--- config.mk ---
export PLATFORM = sky130hd
export DESIGN_NAME = countdown_timer_flat
export DESIGN_NICKNAME = d
export VERILOG_FILES = /design/src/rtl/countdown_timer_if.sv /design/src/rtl/countdown_timer.sv /design/src/flat_wrapper.sv
export SDC_FILE = /design/constraint.sdc
export NUM_CORES = 1
export LEC_CHECK = 0
export CAP_MARGIN = 15
export CORE_ASPECT_RATIO = 0.8
export CORE_MARGIN = 2
export CORE_UTILIZATION = 33
export CTS_BUF_LIST = sky130_fd_sc_hd__clkbuf_4 sky130_fd_sc_hd__clkbuf_8 sky130_fd_sc_hd__clkbuf_16
export CTS_CLUSTER_SIZE = 40
export DETAILED_ROUTE_END_ITERATION = 12
export PLACE_DENSITY_LB_ADDON = 0.12
export SYNTH_ARGS = -nofsm -noshare
export SYNTH_HDL_FRONTEND = slang
export SYNTH_SLANG_ARGS = --single-unit
--- constraint.sdc ---
create_clock -name clk -period 3.9 [get_ports clk]
set_input_delay 1.17 -clock clk [delete_from_list [all_inputs] [get_ports clk]]
set_output_delay 1.17 -clock clk [all_outputs]
set_load 0.005 [all_outputs]
--- src/rtl/countdown_timer_if.sv ---
// Command/status bundle of the countdown timer.
// master drives commands, slave (the timer) returns status.
interface countdown_timer_if #(
    parameter int WIDTH   = 8,
    parameter int PRESC_W = 4
);
    logic               act;
    logic               load;
    logic [WIDTH-1:0]   load_val;
    logic [PRESC_W-1:0] presc;
    logic               start;
    logic               stop;
    logic               auto_reload;
    logic               ack;
    logic [WIDTH-1:0]   out;
    logic               busy;
    logic               tc;
    logic               done;

    modport master (
        output act, load, load_val, presc,
        output start, stop, auto_reload, ack,
        input  out, busy, tc, done
    );

    modport slave (
        input  act, load, load_val, presc,
        input  start, stop, auto_reload, ack,
        output out, busy, tc, done
    );
endinterface

--- src/rtl/countdown_timer.sv ---
// Loadable prescaled down-counter with a one-cycle terminal-count
// pulse, sticky done flag and optional periodic auto-reload.
module countdown_timer #(
    parameter int WIDTH   = 8,
    parameter int PRESC_W = 4
) (
    input logic              clk,
    input logic              reset,
    countdown_timer_if.slave bus
);
    typedef enum logic [1:0] {
        IDLE,
        RUN,
        DONE
    } state_t;

    state_t             state, state_n;
    logic [WIDTH-1:0]   cnt, cnt_n;
    logic [WIDTH-1:0]   reload, reload_n;
    logic [PRESC_W-1:0] pcnt, pcnt_n;
    logic               tc, tc_n;
    logic               done, done_n;
    logic               tick;
    logic               cnt_zero;
    logic               reload_zero;

    always_ff @(posedge clk or posedge reset) begin
        if (reset) begin
            state  <= IDLE;
            cnt    <= '0;
            reload <= '0;
            pcnt   <= '0;
            tc     <= 1'b0;
            done   <= 1'b0;
        end else begin
            state  <= state_n;
            cnt    <= cnt_n;
            reload <= reload_n;
            pcnt   <= pcnt_n;
            tc     <= tc_n;
            done   <= done_n;
        end
    end

    // >= so that lowering presc mid-count still ticks promptly
    assign tick        = bus.act && (pcnt >= bus.presc);
    assign cnt_zero    = (cnt == '0);
    assign reload_zero = (reload == '0);

    always_comb begin
        state_n  = state;
        cnt_n    = cnt;
        reload_n = reload;
        pcnt_n   = pcnt;
        tc_n     = 1'b0;
        done_n   = done & ~bus.ack;
        unique case (state)
            IDLE: begin
                if (!bus.stop) begin
                    if (bus.load) begin
                        reload_n = bus.load_val;
                        cnt_n    = bus.load_val;
                    end else if (bus.start && !cnt_zero) begin
                        state_n = RUN;
                        pcnt_n  = '0;
                    end
                end
            end
            RUN: begin
                if (bus.stop) begin
                    state_n = IDLE;
                    pcnt_n  = '0;
                end else begin
                    if (bus.load) begin
                        reload_n = bus.load_val;
                    end
                    if (tick) begin
                        pcnt_n = '0;
                        if (cnt > WIDTH'(1)) begin
                            cnt_n = cnt - WIDTH'(1);
                        end else begin
                            tc_n   = 1'b1;
                            done_n = 1'b1;
                            if (bus.auto_reload && !reload_zero) begin
                                cnt_n = reload;
                            end else begin
                                cnt_n   = '0;
                                state_n = DONE;
                            end
                        end
                    end else if (bus.act) begin
                        pcnt_n = pcnt + PRESC_W'(1);
                    end
                end
            end
            DONE: begin
                if (bus.stop) begin
                    state_n = IDLE;
                end else if (bus.load) begin
                    reload_n = bus.load_val;
                    cnt_n    = bus.load_val;
                    state_n  = IDLE;
                end else if (bus.start && !reload_zero) begin
                    cnt_n   = reload;
                    pcnt_n  = '0;
                    state_n = RUN;
                end else if (bus.ack) begin
                    state_n = IDLE;
                end
            end
            default: begin
                state_n = IDLE;
            end
        endcase
    end

    assign bus.out  = cnt;
    assign bus.busy = (state == RUN);
    assign bus.tc   = tc;
    assign bus.done = done;
endmodule

--- src/flat_wrapper.sv ---
// flat-port wrapper written by rule: the top's interface ports become plain ports
module countdown_timer_flat 
#(
    parameter int WIDTH   = 8,
    parameter int PRESC_W = 4
)
  (clk, reset, bus_act, bus_load, bus_load_val, bus_presc, bus_start, bus_stop, bus_auto_reload, bus_ack, bus_out, bus_busy, bus_tc, bus_done);
  countdown_timer_if #(.WIDTH(WIDTH), .PRESC_W(PRESC_W)) bus_i ();
  input logic clk;
  input logic reset;
  input wire logic [$bits(bus_i.act)-1:0] bus_act;
  input wire logic [$bits(bus_i.load)-1:0] bus_load;
  input wire logic [$bits(bus_i.load_val)-1:0] bus_load_val;
  input wire logic [$bits(bus_i.presc)-1:0] bus_presc;
  input wire logic [$bits(bus_i.start)-1:0] bus_start;
  input wire logic [$bits(bus_i.stop)-1:0] bus_stop;
  input wire logic [$bits(bus_i.auto_reload)-1:0] bus_auto_reload;
  input wire logic [$bits(bus_i.ack)-1:0] bus_ack;
  output wire logic [$bits(bus_i.out)-1:0] bus_out;
  output wire logic [$bits(bus_i.busy)-1:0] bus_busy;
  output wire logic [$bits(bus_i.tc)-1:0] bus_tc;
  output wire logic [$bits(bus_i.done)-1:0] bus_done;
  assign bus_i.act = bus_act;
  assign bus_i.load = bus_load;
  assign bus_i.load_val = bus_load_val;
  assign bus_i.presc = bus_presc;
  assign bus_i.start = bus_start;
  assign bus_i.stop = bus_stop;
  assign bus_i.auto_reload = bus_auto_reload;
  assign bus_i.ack = bus_ack;
  assign bus_out = bus_i.out;
  assign bus_busy = bus_i.busy;
  assign bus_tc = bus_i.tc;
  assign bus_done = bus_i.done;
  countdown_timer #(.WIDTH(WIDTH), .PRESC_W(PRESC_W)) u_core (.clk(clk), .reset(reset), .bus(bus_i));
endmodule
==> impl_metrics.json, run 1 <==
{
  "status": "complete, no violations",
  "hold_viol": 0,
  "ys_warn_count": 0,
  "p_clk_share_pct": 12.7,
  "critPathLaunchType": "primary input",
  "maxCapViolCount": 0,
  "period_share_pct": 78.8,
  "chipHeight_um": 71.5,
  "synth_ff_type": "dfrtp_1",
  "cts.sinks": 24,
  "insertion_delay_ps": 280,
  "cts_resized": 0,
  "fmax_mhz": 325,
  "die_w_um": 88.4,
  "synthArstFlopShare_pct": 100,
  "syn_inst": 214,
  "cp_slowest_cell": "clkdlybuf4s50_1",
  "path_clk_slew_ps": 90,
  "cts_root_buf": "clkbuf_8",
  "postLayoutCellArea_um2": 2290,
  "syn_area_per_cell_um2": 8.79,
  "antenna_found_initial": 0,
  "critPathTopFamily": "compound AO/OA/AOI/OAI gates",
  "rows": 24,
  "grtUsageTotal_pct": 16.5,
  "wl_per_cell_um": 15.6,
  "io_buffers": 30,
  "sw_frac_of_total_pct": 44.5,
  "cts_tree": "done",
  "grt_pass1_wl_mm": 8.09,
  "cp.required_ps": 4120,
  "setup_ws_ps": 826,
  "synth-seq-area-share_pct": 31.9,
  "intPower_uw": 780,
  "grt_pass1_vias": 1510,
  "grt_max_degree": 25,
  "synth.net_count": 246,
  "clockBufferDepth": 2,
  "synth_edf_count": 0,
  "critPathBufInv": 1,
  "leakage_uw": 0.000940,
  "final.min_clock_period_ps": 3070,
  "max_slew_margin_pct": 36.8,
  "dp_worst_setup_slack_ps": 562,
  "cts_max_level": 1,
  "ir_drop_mv": 0.191,
  "p_switching_uw": 626,
  "critPathKind": "primary input to flop",
  "diodes": 0,
  "drive_gt1_share_pct": 9.13,
  "dieArea_um2": 6330,
  "ys_types": 54,
  "fp.coreArea_um2": 5470,
  "fin_total_pwr_uw": 1410,
  "critPathMaxStageDelay_ps": 610,
  "start_util_pct": 34.4,
  "critPathMaxFanout": 12,
  "wl_mm": 4.98,
  "p_seq_share_pct": 30.3,
  "place_congestion": 0.849,
  "cts_buffers": 3,
  "cts_setup_buffers": 0,
  "p_per_area_nw_per_um2": 613,
  "ys_ff_latch": 24,
  "crit_path_end_kind": "flop",
  "final_nets": 274,
  "io_pins": 31,
  "routed_via_density": 5.38,
  "vias": 1716,
  "syn_area_um2": 1880,
  "drtIter0Drc": 162,
  "ctsHoldBuffers": 0,
  "placed_cell_area_um2": 2240,
  "pwr-share-comb_pct": 57.1,
  "rsz0062_at_grt": "false",
  "drc": 0,
  "first_pass_iters": 5,
  "arrival_ps": 3290,
  "hp-class": "flop to flop",
  "dp_hpwl_mm": 3.84,
  "setup-violations-final": 0,
  "ant_nets": 0,
  "grt_overflow_total": 0,
  "fin_skew_ps": 5.05,
  "synthToLayoutAreaGrowth_pct": 21.8,
  "final.setup.tns_ps": 0,
  "hold_ws_ps": 538,
  "crit_chain": "clkdlybuf4s50_1 -> or3b_1 -> a31o_2 -> a21oi_1 -> and2_1 -> a32o_1",
  "tightest_slew_ps": 947,
  "drv_slew": 0
}
per-stage QoR:
| step | instances | util, % |
|---|---|---|
| 2_1_floorplan | 214 | - |
| 3_3_place_gp | 315 | 40.9 |
| 3_5_place_dp | 315 | 40.9 |
| 4_1_cts | 319 | 41.9 |
| 5_1_grt | 319 | 41.9 |
| 6_report | 319 | 41.9 |
power groups by stage:
stage / Sequential [uW] / Clock, uW / Combinational [uW]
final: 426 / 178 / 802
after global routing: 439 / 195 / 888
after CTS: 424 / 184 / 796
after detailed placement: 429 / 0 / 789
after global placement: 432 / 0 / 806
after floorplan: 397 / 0 / 570
final timing paths:
| kind | start | endpoint | slack (ps) | depth (start not counted) |
|---|---|---|---|---|
| min | u_core.bus.done | u_core.bus.done | 540 | 2 |
| min reg2reg | u_core.bus.done | u_core.bus.done | 540 | 2 |
| max reg2reg | u_core.bus.out[1] | u_core.bus.out[5] | 1500 | 7 |
| min in group asynchronous | reset | u_core.state[0] | 1400 | 2 |
| max | bus_load | u_core.pcnt[2] | 830 | 6 |
| max in group asynchronous | reset | u_core.bus.out[4] | 1920 | 2 |
placed cells by master (no fill, tap or decap), types with 3 or more instances in the layout:
cell and n:
clkdlybuf4s50_1 30, dfrtp_1 24, nand2_1 23, inv_1 16, o21ai_0 14, ha_1 12
mux2_2 11, nor2_1 11, a21oi_1 6, o22ai_1 5, nor3_1 4, nor2b_1 4
a22o_1 4, nand2b_1 4, nand4_1 4, nor4_1 4, or3_1 4, o31ai_1 4
o21ai_1 4, nand3_1 4, clkbuf_8 4, and2_1 3, o211ai_1 3
registers in the layout, indices dropped and copies added (netlist names):
register / flops
u_core.bus.out: 8
u_core.reload: 8
u_core.pcnt: 4
u_core.state: 2
u_core.bus.done: 1
u_core.bus.tc: 1
metal layers:
layer	track usage (%)	up-vias	part of all wire, %
li1	-	853	-
met1	27.8	805	54
met2	21.2	56	39
met3	3.11	2	6.2
met4	3.54	0	0.50
met5	0	-	0
synthesized netlist by cell type (all sizes together) (3+ instances only):
master  number  area [um^2]
nor2b        4         25.0
nand2       23         86.3
o21ai       18         90.1
nor4         4         25.0
o22ai        5         31.3
nor3b        3         27.5
nand4        4         25.0
o31ai        4         30.0
nor3         4         20.0
inv         16         60.1
mux2        12          139
buf          5         31.3
nor2        11         41.3
nand3        4         20.0
or3          4         25.0
ha          12          150
and2         3         18.8
o211ai       3         22.5
nand2b       4         25.0
dfrtp       24          601
a22o         4         35.0
a21oi        6         30.0
tightest hold or removal path, stage by stage (launching register included):
cell and delay (ps):
dfrtp_1 390, inv_1 60, o22ai_1 60
cells by family (layout without fill, tap and decap cells):
logic type      count (synthesis)  in the layout  synth area share, %
flops                          24             24                 31.9
compound gates                 64             64                 24.4
buf+inv                        23             50                 5.45
mux                            13             13                 7.91
simple gates                   76             76                 21.4
xor+xnor                        2              2                0.931
fa+ha+maj                      12             12                 7.98
final cells by class:
class	count	area (um^2)
Tap cell	78	97.6
Multi-Input combinational cell	167	1180
Timing Repair Buffer	30	300
Clock buffer	4	55.1
Inverter	16	60.1
Sequential cell	24	601
Fill cell	574	3170
(Power assumes the default switching activity.)
==> inputs of run 2 (changes only) <==
==> constraint.sdc (replaced) <==
create_clock -name clk -period 3 [get_ports clk]
set_input_delay 0.9 -clock clk [delete_from_list [all_inputs] [get_ports clk]]
set_output_delay 0.9 -clock clk [all_outputs]
set_load 0.005 [all_outputs]
==> impl_metrics.json, run 2 (synthesized netlist as in run 1, its figures left out) <==
{
  "grt_pass1_vias": 1578,
  "tightest_slew_ps": 511,
  "routed_via_density": 5.30,
  "dieArea_um2": 6330,
  "leakage_uw": 0.000997,
  "insertion_delay_ps": 270,
  "place_congestion": 0.821,
  "final_nets": 287,
  "start_util_pct": 34.4,
  "grt_overflow_total": 0,
  "final_util_pct": 43.5,
  "fp.coreArea_um2": 5470,
  "reg2reg_to": "u_core.bus.out[5]",
  "final.min_clock_period_ps": 2740,
  "grt_pass1_wl_mm": 8.45,
  "hold_ws_ps": 535,
  "vias": 1754,
  "drive_gt1_share_pct": 13.4,
  "grt_util_met2_pct": 21.7,
  "rrSetupSlack_ps": 560,
  "status": "complete, no violations",
  "ir_drop_mv": 0.302,
  "grt.met1_usage_pct": 29.0,
  "cts_resized": 0,
  "clockBufferDepth": 2,
  "r2r_start": "u_core.bus.out[1]",
  "die_w_um": 88.4,
  "cts_root_buf": "clkbuf_8",
  "critPathLaunchType": "primary input",
  "drc": 0,
  "num-fill-cells": 566,
  "rsz0062_at_grt": "false",
  "cts.sinks": 24,
  "cts_tree": "done",
  "synthToLayoutAreaGrowth_pct": 26.3,
  "antenna_found_initial": 0,
  "ctsHoldBuffers": 0,
  "reg2regPathDepth": 7,
  "max_slew_margin_pct": 65.8,
  "cts_buffers": 3,
  "wl_mm": 5.11,
  "period_share_pct": 91.2,
  "diodes": 0,
  "timing.critical_path.from": "bus_presc[2]",
  "crit_path_end_kind": "flop",
  "io_pins": 31,
  "dp_hpwl_mm": 4.08,
  "grtUsageTotal_pct": 17.3,
  "cts_setup_buffers": 0,
  "drv_slew": 0,
  "chipHeight_um": 71.5,
  "multiInputGateArea_um2": 1180,
  "final_cell_mix": "clkdlybuf4s50_1 (30), dfrtp_1 (24), nand2_1 (23)",
  "critical_path.endpoint": "u_core.bus.out[7]",
  "hold_viol": 0,
  "critPathMaxFanout": 4,
  "cp.required_ps": 3150,
  "path_clk_slew_ps": 80,
  "grt_busiest_layer": "met1",
  "fmax_mhz": 366,
  "arrival_ps": 2880,
  "grt_max_degree": 25,
  "setup-violations-final": 0,
  "layout_commonest_cell": "clkdlybuf4s50_1",
  "cts_max_level": 1,
  "critPathKind": "primary input to flop",
  "p_per_area_nw_per_um2": 788,
  "drtIter0Drc": 189,
  "hp-class": "flop to flop",
  "first_pass_iters": 4,
  "ant_nets": 0,
  "rows": 24,
  "met3_usage_pct": 4.38,
  "fin_skew_ps": 7.89,
  "io_buffers": 30,
  "wl_per_cell_um": 15.4,
  "final-seq-area_um2": 601,
  "maxCapViolCount": 0
}
-- run 2: power breakdown --
| part | switching (uW) | internal [uW] | total (uW) |
|---|---|---|---|
| sequential | 137 | 410 | 547 |
| combinational | 591 | 543 | 1130 |
| clock | 101 | 89.9 | 191 |
-- run 2: how the worst min path moves through the flow --
stage,slack (ps),depth (start not counted),startpoint,end
global placement,530,2,u_core.bus.done,u_core.bus.done
CTS,540,2,u_core.bus.done,u_core.bus.done
finish,530,2,u_core.bus.done,u_core.bus.done
global route,550,2,u_core.bus.done,u_core.bus.done
detailed placement,530,2,u_core.bus.done,u_core.bus.done
floorplan,510,1,u_core.pcnt[2],u_core.pcnt[2]
-- run 2: through the flow --
stage | instances | total power (uW) | cell area (um^2) | setup slack, ps | TNS, ps
after floorplan | 214 | 1260 | 1880 | 511 | 0
after global placement | 328 | 1680 | 2330 | 19.9 | 0
after detailed placement | 328 | 1680 | 2330 | -2.25 | -2.25
after CTS | 331 | 1880 | 2380 | 278 | 0
after global routing | 331 | 2040 | 2380 | 211 | 0
final | 331 | 1870 | 2380 | 264 | 0
-- run 2: final cells by class --
class / count / area share, %
Tap cell: 78 / 4.11
Multi-Input combinational cell: 167 / 49.6
Clock buffer: 3 / 1.74
Timing Repair Buffer: 43 / 16.7
Sequential cell: 24 / 25.3
Inverter: 16 / 2.53
-- run 2: worst max-delay path, stage by stage --
cell and delay [ps]:
clkdlybuf4s50_1 460, inv_1 40, ha_1 280, a21o_1 110, a31oi_1 60, o311a_1 390
or2_2 320, o31a_1 310
-- run 2: layer usage --
| metal | part of all wire (%) | wire length, um |
|---|---|---|
| met1 | 54 | 2780 |
| met2 | 39 | 1990 |
| met3 | 5.9 | 303 |
| met4 | 0.55 | 28 |
| met5 | 0 | 0 |
==> inputs of run 3 (changes only) <==
--- a/config.mk
+++ b/config.mk
@@ -6,6 +6,8 @@
 export NUM_CORES = 1
 export LEC_CHECK = 0
 export CAP_MARGIN = 15
+export CELL_PAD_IN_SITES_DETAIL_PLACEMENT = 0
+export CELL_PAD_IN_SITES_GLOBAL_PLACEMENT = 1
 export CORE_ASPECT_RATIO = 0.8
 export CORE_MARGIN = 2
 export CORE_UTILIZATION = 33
==> impl_metrics.json, run 3 (synthesized netlist as in run 1, its figures left out) <==
{
  "cts_max_level": 1,
  "synthToLayoutAreaGrowth_pct": 25.5,
  "critPathMaxStageDelay_ps": 450,
  "routed_via_density": 5.22,
  "place_inst": 326,
  "final.min_clock_period_ps": 2740,
  "arrival_ps": 2900,
  "maxCapViolCount": 0,
  "cts_tree": "done",
  "diodes": 0,
  "drc": 0,
  "io_pins": 31,
  "hold_viol": 0,
  "critPathMaxFanout": 5,
  "num-fill-cells": 552,
  "hp-class": "flop to flop",
  "wl_per_cell_um": 15.2,
  "first_pass_iters": 4,
  "period_share_pct": 91.2,
  "path_clk_slew_ps": 80,
  "layout_commonest_cell": "clkdlybuf4s50_1",
  "critPathBufInv": 2,
  "final_cells": 329,
  "drtIter0Drc": 147,
  "grtUsageTotal_pct": 16.8,
  "cp.required_ps": 3170,
  "grt_overflow_total": 0,
  "cts_root_buf": "clkbuf_8",
  "io_buffers": 30,
  "crit_chain": "clkdlybuf4s50_1 -> inv_1 -> ha_1 -> a21o_1 -> a31oi_1 -> o311a_1 -> or2_2 -> o31a_1",
  "setup_ws_ps": 263,
  "fmax_mhz": 365,
  "ir_drop_mv": 0.233,
  "leakage_uw": 0.000986,
  "vias": 1718,
  "critPathLaunchType": "primary input",
  "rows": 24,
  "die_w_um": 88.4,
  "cts_setup_buffers": 0,
  "critPathTopFamily": "compound AO/OA/AOI/OAI gates",
  "postLayoutCellArea_um2": 2360,
  "rsz0062_at_grt": "false",
  "drive_gt1_share_pct": 12.7,
  "cts_buffers": 3,
  "wl_mm": 4.99,
  "cts_resized": 0,
  "final_nets": 285,
  "fin_skew_ps": 2.97,
  "grt_pass1_vias": 1637,
  "cts.sinks": 24,
  "fp.coreArea_um2": 5470,
  "insertion_delay_ps": 270,
  "dp_hpwl_mm": 3.89,
  "antenna_found_initial": 0,
  "placed_cell_area_um2": 2320,
  "crit_path_end_kind": "flop",
  "drv_slew": 0,
  "critPathKind": "primary input to flop",
  "clockBufferDepth": 2,
  "dieArea_um2": 6330,
  "final_util_pct": 43.2,
  "cp_slowest_cell": "clkdlybuf4s50_1",
  "ctsHoldBuffers": 0,
  "tightest_slew_ps": 553,
  "start_util_pct": 34.4,
  "max_slew_margin_pct": 63.2,
  "chipHeight_um": 71.5,
  "status": "complete, no violations",
  "grt_max_degree": 25,
  "place_congestion": 0.809,
  "dp_worst_setup_slack_ps": -40.4,
  "ant_nets": 0,
  "p_per_area_nw_per_um2": 789,
  "grt_pass1_wl_mm": 8.31,
  "setup-violations-final": 0,
  "final_cell_mix": "clkdlybuf4s50_1 (30), dfrtp_1 (24), nand2_1 (23)"
}
==> run 3: worst paths after layout <==
path | slack [ps] | cells after the start | to | start
max | 260 | 8 | u_core.bus.out[7] | bus_presc[2]
min in group asynchronous | 970 | 3 | u_core.bus.out[7] | reset
max in group asynchronous | 1790 | 3 | u_core.bus.done | reset
min | 540 | 2 | u_core.bus.done | u_core.bus.done
max reg2reg | 680 | 8 | u_core.bus.out[6] | u_core.bus.out[0]
min reg2reg | 540 | 2 | u_core.bus.done | u_core.bus.done
==> run 3: worst min-delay path, cell delays in order, from the launching register on <==
cell and delay (ps):
dfrtp_1 380, inv_1 60, o22ai_1 70
==> run 3: routing by layer <==
metal	vias up	track usage (%)	routed length, um
met3	4	3.57	346
met4	0	3.03	40
met1	788	26.6	2630
met5	-	0	0
li1	869	-	-
met2	57	23.6	1980
==> run 3: power breakdown <==
group	leakage [uW]	switching, uW	internal (uW)
Combinational	0.000663	576	539
Sequential	0.000302	142	410
Clock	0.0000216	105	90.1
Total	0.000986	823	1040
==> run 3: layout make-up <==
| cell class | instances | area (um^2) | share of cell area (%) |
|---|---|---|---|
| Multi-Input combinational cell | 167 | 1180 | 49.9 |
| Sequential cell | 24 | 601 | 25.4 |
| Timing Repair Buffer | 41 | 383 | 16.2 |
| Tap cell | 78 | 97.6 | 4.13 |
| Inverter | 16 | 60.1 | 2.54 |
| Clock buffer | 3 | 41.3 | 1.75 |
==> run 3: metrics by stage <==
stage	hold slack, ps	total power, uW	TNS (ps)
6_report	540	1860	0
5_1_grt	549	2020	0
4_1_cts	541	1860	0
3_5_place_dp	529	1650	-53.7
3_3_place_gp	519	1690	-26.0
2_1_floorplan	514	1260	0
